## config.mk

```make
export PLATFORM = sky130hd
export DESIGN_NAME = vga_scanout
export DESIGN_NICKNAME = d
export VERILOG_FILES = /design/src/rtl/vga_scanout.sv
export SDC_FILE = /design/constraint.sdc
export NUM_CORES = 1
export LEC_CHECK = 0
export BUFFER_PORTS_ARGS = -buffer_cell sky130_fd_sc_hd__buf_2
export CAP_MARGIN = 25
export CORE_MARGIN = 10
export CORE_UTILIZATION = 46
export CTS_CLUSTER_SIZE = 25
export DETAILED_ROUTE_END_ITERATION = 16
export PLACE_DENSITY = 0.84
export SKIP_CTS_REPAIR_TIMING = 1
export SLEW_MARGIN = 15
export SYNTH_ARGS = -nofsm -noshare
export SYNTH_HDL_FRONTEND = slang
export SYNTH_SLANG_ARGS = --single-unit
export TNS_END_PERCENT = 1
```

## constraint.sdc

```tcl
create_clock -name pixel_clock_clk -period 1.91 [get_ports pixel_clock_clk]
set_input_delay 0 -clock pixel_clock_clk [delete_from_list [all_inputs] [get_ports pixel_clock_clk]]
set_output_delay 0 -clock pixel_clock_clk [all_outputs]
set_load 0.02 [all_outputs]
```

## src/rtl/vga_scanout.sv

```systemverilog
// ---------------------------------------------------------------------------
// vga_scanout
//   Generates VGA horizontal/vertical timing from a free-running pixel clock
//   and pulls one 24-bit pixel word from an upstream stream for every visible
//   pixel once the stream has locked on to a frame start.
//
//   Handshake (colors_*): a word transfers in any cycle where colors_valid and
//   colors_ready are both high. colors_ready is high only in visible pixel
//   slots, and only once the block is running (or is entering RUN this very
//   cycle). The stream is never stalled for: a visible slot in RUN without a
//   valid word shows UNDERFLOW_RGB and is counted as an underflow.
//
// Ports
//   pixel_clock_clk    in   pixel clock (sole clock)
//   pixel_clock_reset  in   synchronous active-high reset
//   colors_valid       in   upstream word valid
//   colors_data[31:0]  in   [23:16] R, [15:8] G, [7:0] B, [31:24] ignored
//   colors_ready       out  word accepted this cycle (when valid)
//   vga_r/g/b[7:0]     out  registered pixel color
//   vga_hs, vga_vs     out  registered sync, polarity set by SYNC_POL
//   vga_blank_n        out  registered, high on visible pixels
//   frame_start        out  registered pulse, first pixel of a fed frame
//   underflow          out  sticky underflow flag
//   underflow_count    out  saturating count of underflow slots
//   dbg_state_o        out  FSM state (0 = WAIT, 1 = RUN)
// ---------------------------------------------------------------------------
module vga_scanout #(
    parameter int          H_ACTIVE      = 640,
    parameter int          H_FP          = 16,
    parameter int          H_SYNC        = 96,
    parameter int          H_BP          = 48,
    parameter int          V_ACTIVE      = 480,
    parameter int          V_FP          = 10,
    parameter int          V_SYNC        = 2,
    parameter int          V_BP          = 33,
    parameter bit          SYNC_POL      = 1'b0,
    parameter logic [23:0] UNDERFLOW_RGB = 24'hFF00FF
) (
    input  logic        pixel_clock_clk,
    input  logic        pixel_clock_reset,
    input  logic        colors_valid,
    input  logic [31:0] colors_data,
    output logic        colors_ready,
    output logic [7:0]  vga_r,
    output logic [7:0]  vga_g,
    output logic [7:0]  vga_b,
    output logic        vga_hs,
    output logic        vga_vs,
    output logic        vga_blank_n,
    output logic        frame_start,
    output logic        underflow,
    output logic [15:0] underflow_count,
    output logic        dbg_state_o
);

    localparam int H_TOTAL = H_ACTIVE + H_FP + H_SYNC + H_BP;
    localparam int V_TOTAL = V_ACTIVE + V_FP + V_SYNC + V_BP;
    // One extra value of headroom so sync-end bounds equal to the total fit.
    localparam int HW = $clog2(H_TOTAL + 1);
    localparam int VW = $clog2(V_TOTAL + 1);

    localparam logic [HW-1:0] H_LAST    = HW'(H_TOTAL - 1);
    localparam logic [HW-1:0] H_VIS     = HW'(H_ACTIVE);
    localparam logic [HW-1:0] H_SYNC_LO = HW'(H_ACTIVE + H_FP);
    localparam logic [HW-1:0] H_SYNC_HI = HW'(H_ACTIVE + H_FP + H_SYNC);
    localparam logic [VW-1:0] V_LAST    = VW'(V_TOTAL - 1);
    localparam logic [VW-1:0] V_VIS     = VW'(V_ACTIVE);
    localparam logic [VW-1:0] V_SYNC_LO = VW'(V_ACTIVE + V_FP);
    localparam logic [VW-1:0] V_SYNC_HI = VW'(V_ACTIVE + V_FP + V_SYNC);

    typedef enum logic {
        ST_WAIT = 1'b0,
        ST_RUN  = 1'b1
    } state_t;

    state_t        state_q, state_d;
    logic [HW-1:0] h_cnt_q, h_cnt_d;
    logic [VW-1:0] v_cnt_q, v_cnt_d;

    logic [23:0]   rgb_q;
    logic          hs_q;
    logic          vs_q;
    logic          blank_n_q;
    logic          frame_start_q;
    logic          underflow_q;
    logic [15:0]   underflow_count_q;

    logic          visible;
    logic          at_origin;
    logic          lock;
    logic          xfer;
    logic          ufl_slot;
    logic          hs_raw;
    logic          vs_raw;
    logic [23:0]   rgb_d;

    // The top byte of the pixel word carries no meaning here.
    logic          unused_hi;
    assign unused_hi = ^colors_data[31:24];

    always_comb begin
        h_cnt_d   = h_cnt_q;
        v_cnt_d   = v_cnt_q;
        state_d   = state_q;
        visible   = (h_cnt_q < H_VIS) && (v_cnt_q < V_VIS);
        at_origin = (h_cnt_q == '0) && (v_cnt_q == '0);
        hs_raw    = (h_cnt_q >= H_SYNC_LO) && (h_cnt_q < H_SYNC_HI);
        vs_raw    = (v_cnt_q >= V_SYNC_LO) && (v_cnt_q < V_SYNC_HI);
        // Lock only when a valid word lines up with the very first pixel, so
        // the upstream stream and the raster agree on where a frame begins.
        lock      = (state_q == ST_WAIT) && at_origin && colors_valid;
        xfer      = colors_valid && colors_ready;
        ufl_slot  = visible && (state_q == ST_RUN) && !colors_valid;
        rgb_d     = 24'h000000;

        if (h_cnt_q == H_LAST) begin
            h_cnt_d = '0;
            v_cnt_d = (v_cnt_q == V_LAST) ? '0 : v_cnt_q + 1'b1;
        end else begin
            h_cnt_d = h_cnt_q + 1'b1;
        end

        if (lock) begin
            state_d = ST_RUN;
        end

        if (xfer) begin
            rgb_d = colors_data[23:0];
        end else if (ufl_slot) begin
            rgb_d = UNDERFLOW_RGB;
        end
    end

    assign colors_ready = visible && ((state_q == ST_RUN) || lock);

    always_ff @(posedge pixel_clock_clk) begin
        if (pixel_clock_reset) begin
            state_q           <= ST_WAIT;
            h_cnt_q           <= '0;
            v_cnt_q           <= '0;
            rgb_q             <= 24'h000000;
            hs_q              <= ~SYNC_POL;
            vs_q              <= ~SYNC_POL;
            blank_n_q         <= 1'b0;
            frame_start_q     <= 1'b0;
            underflow_q       <= 1'b0;
            underflow_count_q <= 16'h0000;
        end else begin
            state_q       <= state_d;
            h_cnt_q       <= h_cnt_d;
            v_cnt_q       <= v_cnt_d;
            rgb_q         <= rgb_d;
            // SYNC_POL = 0 drives the pulse low, so invert the raw flag.
            hs_q          <= SYNC_POL ? hs_raw : ~hs_raw;
            vs_q          <= SYNC_POL ? vs_raw : ~vs_raw;
            blank_n_q     <= visible;
            frame_start_q <= at_origin && xfer;
            if (ufl_slot) begin
                underflow_q <= 1'b1;
                if (underflow_count_q != 16'hFFFF) begin
                    underflow_count_q <= underflow_count_q + 16'h0001;
                end
            end
        end
    end

    assign vga_r           = rgb_q[23:16];
    assign vga_g           = rgb_q[15:8];
    assign vga_b           = rgb_q[7:0];
    assign vga_hs          = hs_q;
    assign vga_vs          = vs_q;
    assign vga_blank_n     = blank_n_q;
    assign frame_start     = frame_start_q;
    assign underflow       = underflow_q;
    assign underflow_count = underflow_count_q;
    assign dbg_state_o     = state_q;

endmodule

```

==> results of run 1 <==
## Yosys cell counts (2+ instances only)
library cell,instances
nor4bb_1,2
buf_2,2
or3_1,5
or4_1,2
and3_1,8
nand4b_1,2
nand3_1,12
and4_1,5
nor2b_1,2
xor2_1,21
nand2b_1,2
xnor2_1,4
nor3_1,10
clkbuf_1,9
ha_1,5
and2_1,10
nor2_1,34
dfxtp_1,66
a21oi_1,7
a21o_1,17
nand2_1,15
o21ai_0,3
nand4_1,8
o211ai_1,6
nor4_1,4
inv_1,4
## power breakdown
part	switching (W)	internal [W]
Combinational	0.000173	0.000154
Clock	0.000569	0.000773
Sequential	0.0000205	0.00142
Total	0.000762	0.00234
## per-stage QoR
step           cell area [µm²]  utilization  TNS, ns
2_1_floorplan             2684            -        0
3_3_place_gp              3304       0.5928   -2.010
3_5_place_dp              3304       0.5928   -3.250
4_1_cts                   3531       0.6334   -3.947
5_1_grt                   3872       0.6947  -0.3545
6_report                  3872       0.6947        0
## critical path: cells and delay by family (launching register included)
family	cells	cell delay, ns
and+or+nand+nor	3	0.55
buffers and inverters	2	0.33
AOI/OAI and AO/OA	2	0.37
adders and majority gates	1	0.20
DFF	1	0.33
## worst max-delay path by stage
stage / startpoint / end / slack, ns / cells past startpoint
after floorplan: underflow_count[0]$_SDFFE_PP0P_ / underflow_count[15]$_SDFFE_PP0P_ / 0.03 / 7
after global placement: h_cnt_q[0]$_SDFF_PP0_ / rgb_q[13]$_SDFF_PP0_ / -0.09 / 7
after detailed placement: h_cnt_q[0]$_SDFF_PP0_ / rgb_q[10]$_SDFF_PP0_ / -0.15 / 7
after CTS: h_cnt_q[0]$_SDFF_PP0_ / rgb_q[10]$_SDFF_PP0_ / -0.18 / 7
after global routing: v_cnt_q[5]$_SDFFE_PP0P_ / rgb_q[22]$_SDFF_PP0_ / -0.06 / 6
final: h_cnt_q[0]$_SDFF_PP0_ / v_cnt_q[9]$_SDFFE_PP0P_ / 0.01 / 8
## final cells by class
cell class                      instances  area share
Clock inverter                          6     0.02294
Timing Repair Buffer                  126      0.2149
Sequential cell                        66      0.3418
Clock buffer                           10     0.03554
Inverter                                4    0.003877
Tap cell                               72     0.02326
Multi-Input combinational cell        200      0.3570
Antenna cell                            1   0.0006462
## sequential cells by signal, summed over array words and instances, names as in the netlist
| register | flops |
|---|---|
| rgb_q | 24 |
| underflow_count | 16 |
| h_cnt_q | 10 |
| v_cnt_q | 10 |
| dbg_state_o | 1 |
| frame_start | 1 |
| underflow | 1 |
| vga_blank_n | 1 |
| vga_hs | 1 |
| vga_vs | 1 |
## logic make-up after synthesis
group,count (synthesis),synth area share
and+or+nand+nor,128,0.2625
DFF,66,0.4923
AOI/OAI and AO/OA,41,0.1119
xor gates and xnor gates,25,0.08159
buffers and inverters,16,0.02471
adders and majority gates,5,0.02331
muxes,1,0.003730
## placed cells by master (no fill, tap or decap), types with 4 or more instances in the layout
cell type / count
dfxtp_1: 64
nor3_1: 9
xor2_1: 21
or3_1: 5
ha_1: 4
buf_2: 72
nand4_1: 8
buf_4: 28
a21o_1: 17
nor2_1: 33
nand3_1: 12
inv_1: 4
and2_1: 10
o211ai_1: 6
nand2_1: 15
dlygate4sd3_1: 25
clkbuf_8: 10
a21oi_1: 6
xnor2_1: 4
and3_1: 8
## metal layers
layer  global-route usage  part of all wire  routed length [µm]  up-vias
li1                     -                 -                   -     1242
met1               0.1651              0.37                3167     1275
met2               0.2550              0.54                4623      107
met3              0.04703             0.053                 458       31
met4              0.06659             0.041                 352        0
met5                    0                 0                   0        -
==> flow_summary.yaml, run 1 <==
power_and_ir_drop:
  leakage_nw: 1.816
  vdd_drop_max_uv: 556.9
  p_per_area_mw_per_mm2: 802.3
  power_w: 0.003107
yosys:
  syn_area_mm2: 0.002684
  synth.area.top_cells: "dfxtp_1 (49%), xor2_1 (6.9%), a21o_1 (4.8%), nor2_1 (4.8%), and2_1 (2.3%)"
  syn_nets: 322
  synth_edf_count: 0
  synthArstFlopShare: 0
  synthCells: 282
  synth_top_area_cell: "dfxtp_1"
  ys.flop_type: "dfxtp_1"
  seq_area_frac_synth: 0.4923
  avgSynthCellArea_um2: 9.517
  ys_ff_latch: 66
  ys_types: 43
  yosys_warnings: 0
  yosysTopAreaCellShare: 0.4923
timing:
  hold_violations: 0
  maxSlewViolCount: 0
  min_period_ns: 1.898
  max_freq_ghz: 0.5269
  worst_slack_ns: 0.01224
  rsz0062_at_grt: "yes"
  timing.hold.ws_ns: 0.2324
  period_share: 0.9936
  worst_pin_slew_ns: 0.4893
  setup_violations: 0
  skew_ns: 0.01622
  slew-limit-headroom: 0.6731
worst_setup_path:
  reg2reg_to: "v_cnt_q[9]$_SDFFE_PP0P_"
  critical_path_arrival_ns: 2.13
  regToRegStartpoint: "h_cnt_q[0]$_SDFF_PP0_"
  worst_ep_required_time_ns: 2.14
  rr_worst_depth: 8
  cp_slowest_cell: "dfxtp_2"
  cp_max_fo: 9
  crit_path_end_kind: "flop"
  crit_chain: "buf_4 > ha_2 > and4_4 > nor3b_2 > buf_4 > a21o_1 > nor2_1 > a22o_1"
  crit_top_cell: "buf_4"
  criticalPathCategory: "flop to flop"
  slowest_delay_ns: 0.33
  startpoint_type: "flop"
  r2r_setup_slack_ns: 0.01
clocking:
  cts_buffers: 9
  cts_buffer_depth: 2
  cts-root-buf: "clkbuf_8"
  path_clk_slew_ns: 0.08
  cts_tree: "done"
  worstSkewPairLatency_ns: 0.35
  cts_sinks: 66
  cts_max_level: 3
layout:
  regArea_mm2: 0.001324
  drive_above_1_share: 0.3374
  synthToLayoutAreaGrowth_pct: 44.29
  fin_nets: 447
  multi_input_area_mm2: 0.001383
  nFillCells: 385
  post_layout_nonfiller_instances: 485
floorplan:
  ios: 82
  rows: 27
  coreArea_mm2: 0.005574
  die_area_mm2: 0.009290
  initial_core_util: 0.4815
  dieHeight_um: 96.39
  fp.dieW_um: 96.39
outcome:
  outcome: "complete, no violations"
place:
  post-place-ws_ns: -0.1524
  port_buffers: 73
  dp_hpwl_um: 5168
  dpl.cell_count: 443
  gp_congestion: 0.7929
route:
  ant_nets: 0
  vias: 2655
  drcViolationCount: 0
  firstDrtPassIters: 5
  detail_route.wl_per_cell_um: 17.73
  viasPerCell: 5.474
  totalWireLength_um: 8601
  drt_iter0_drc: 154
hold_path:
  holdPathStages: 4
  min_path_type: "input pin to flop"
  min_from: "colors_valid"
  min_to: "rgb_q[13]$_SDFF_PP0_"
grt:
  antenna_found_initial: 1
  grt_pass1_vias: 2369
  overflow: 0
  grt_pass1_wl_um: 10990
  grt_max_degree: 36
  grt.total_usage: 0.1485
flow_run:
  maxCapViolCount: 0
No activity file was read; power rests on OpenSTA's default activity.
==> run 2, diff against run 1 <==
Settings changed: CELL_PAD_IN_SITES_DETAIL_PLACEMENT set to 2, CELL_PAD_IN_SITES_GLOBAL_PLACEMENT set to 2, CORE_UTILIZATION 46 to 27, PLACE_DENSITY 0.84 to 0.83.
==> flow_summary.yaml, run 2 (synthesis results as in run 1) <==
outcome:
  outcome: "complete, but fails checks"
  failed_checks: "negative setup slack"
timing:
  period_share: 1.082
  skew_ns: 0.01428
  worst_slack_ns: -0.1561
  rsz0062_at_grt: "yes"
  min_period_ns: 2.066
  worst_pin_slew_ns: 0.5370
  timing.hold.ws_ns: 0.2358
  setup_violations: 33
  hold_violations: 0
  slew-limit-headroom: 0.6411
  maxSlewViolCount: 0
  max_freq_ghz: 0.4840
grt:
  overflow: 0
  antenna_found_initial: 1
  grt_pass1_wl_um: 15390
  grt_pass1_vias: 2874
  grt.total_usage: 0.1332
  grt_max_degree: 36
layout:
  final_common_cell: "buf_2"
  nFillCells: 1090
  fin_nets: 461
  post_layout_nonfiller_instances: 560
  final_cell_mix: "buf_2 (72), dfxtp_1 (61), buf_4 (41)"
  largest_reg_flops: 24
  top_register: "rgb_q"
  synthToLayoutAreaGrowth_pct: 52.35
  drive_above_1_share: 0.3850
  fin_area_mm2: 0.004089
floorplan:
  fp.dieW_um: 119.7
  die_area_mm2: 0.01433
  ios: 82
  rows: 36
  coreArea_mm2: 0.009729
  initial_core_util: 0.2758
  dieHeight_um: 119.7
worst_setup_path:
  critical_path_arrival_ns: 2.30
  startpoint: "underflow_count[3]$_SDFFE_PP0P_"
  regToRegStartpoint: "underflow_count[3]$_SDFFE_PP0P_"
  crit_chain: "nand3_1 > buf_4 > nor4_1 > o211ai_1 > xor2_1 > nor2_1"
  crit_end: "underflow_count[11]$_SDFFE_PP0P_"
  worst_ep_required_time_ns: 2.14
  startpoint_type: "flop"
  rr_worst_depth: 6
  cp_slowest_cell: "nor4_1"
  crit_path_end_kind: "flop"
  reg2reg_to: "underflow_count[11]$_SDFFE_PP0P_"
  criticalPathCategory: "flop to flop"
  cp_max_fo: 4
  slowest_delay_ns: 0.50
  r2r_setup_slack_ns: -0.16
power_and_ir_drop:
  p_comb_frac: 0.111
  clkPwrFrac: 0.441
  p_seq_frac: 0.448
  power_w: 0.003216
  p_per_area_mw_per_mm2: 786.5
  switching_share: 0.2774
  leakage_nw: 1.888
  vdd_drop_max_uv: 427.1
  internal-power_w: 0.002324
  p_switching_w: 0.0008921
route:
  firstDrtPassIters: 4
  drt_iter0_drc: 101
  totalWireLength_um: 12900
  viasPerCell: 4.946
  vias: 2770
  detail_route.wl_per_cell_um: 23.04
  drcViolationCount: 0
  ant_nets: 0
clocking:
  cts_max_level: 3
  path_clk_slew_ns: 0.09
  cts-root-buf: "clkbuf_8"
  cts_buffer_depth: 2
  worstSkewPairLatency_ns: 0.36
  cts_sinks: 66
  cts_tree: "done"
  cts_buffers: 9
place:
  place_area_mm2: 0.003433
  gp_congestion: 0.7709
  port_buffers: 73
  post-place-ws_ns: -0.1890
  dpl.cell_count: 511
  dp_hpwl_um: 6788
flow_run:
  maxCapViolCount: 0
hold_path:
  min_path_type: "input pin to flop"
-- run 2: changes by cell type in the layout (fill, tap and decap cells not counted), sizes merged --
cell      change
buf          +14
clkinv        +2
clkinvlp      -2
clkbuf        -1
inv           +1
-- run 2: worst min-delay path by stage --
| stage | from | endpoint | slack (ns) | cells past startpoint |
|---|---|---|---|---|
| 2_1_floorplan | colors_data[16] | rgb_q[16]$_SDFF_PP0_ | 0.11 | 1 |
| 3_3_place_gp | colors_data[20] | rgb_q[20]$_SDFF_PP0_ | 0.19 | 2 |
| 3_5_place_dp | colors_data[0] | rgb_q[0]$_SDFF_PP0_ | 0.20 | 2 |
| 4_1_cts | colors_data[0] | rgb_q[0]$_SDFF_PP0_ | -0.19 | 2 |
| 5_1_grt | colors_valid | rgb_q[12]$_SDFF_PP0_ | 0.24 | 4 |
| 6_report | colors_valid | rgb_q[12]$_SDFF_PP0_ | 0.24 | 4 |
-- run 2: critical path, delay by kind of cell (launching register included) --
kind | cells | cell delay (ns)
AO/OA/AOI/OAI | 1 | 0.26
XOR/XNOR | 1 | 0.20
buffers and inverters | 1 | 0.23
flip-flops | 1 | 0.44
AND/OR/NAND/NOR | 3 | 0.80
-- run 2: power by group through the flow --
| stage | clock network (W) | logic [W] | registers (W) |
|---|---|---|---|
| after CTS | 0.00141 | 0.000270 | 0.00143 |
| after global placement | 0 | 0.000252 | 0.00146 |
| final | 0.00142 | 0.000358 | 0.00144 |
| after floorplan | 0 | 0.0000851 | 0.00152 |
| after global routing | 0.00149 | 0.000379 | 0.00144 |
| after detailed placement | 0 | 0.000264 | 0.00147 |
-- run 2: final cells by class --
cell class / instances / area, µm² / area share
Sequential cell: 66 / 1333 / 0.3259
Timing Repair Buffer: 140 / 940.9 / 0.2301
Inverter: 4 / 15.01 / 0.003672
Clock buffer: 9 / 123.9 / 0.03029
Tap cell: 133 / 166.4 / 0.04070
Multi-Input combinational cell: 200 / 1408 / 0.3442
Clock inverter: 7 / 100.1 / 0.02448
Antenna cell: 1 / 2.502 / 0.0006120
-- run 2: per-stage QoR --
step | util | TNS, ns
3_5_place_dp | 0.3529 | -3.837
6_report | 0.4203 | -1.072
5_1_grt | 0.4203 | -5.454
3_3_place_gp | 0.3529 | -2.036
4_1_cts | 0.3759 | -6.269
2_1_floorplan | - | 0
-- run 2: routing by layer --
layer | vias up | track usage | routed length [µm]
met5 | - | 0 | 0
met4 | 0 | 0.04751 | 667
met3 | 32 | 0.03282 | 337
met2 | 73 | 0.2483 | 7406
met1 | 1396 | 0.1419 | 4492
li1 | 1269 | - | -
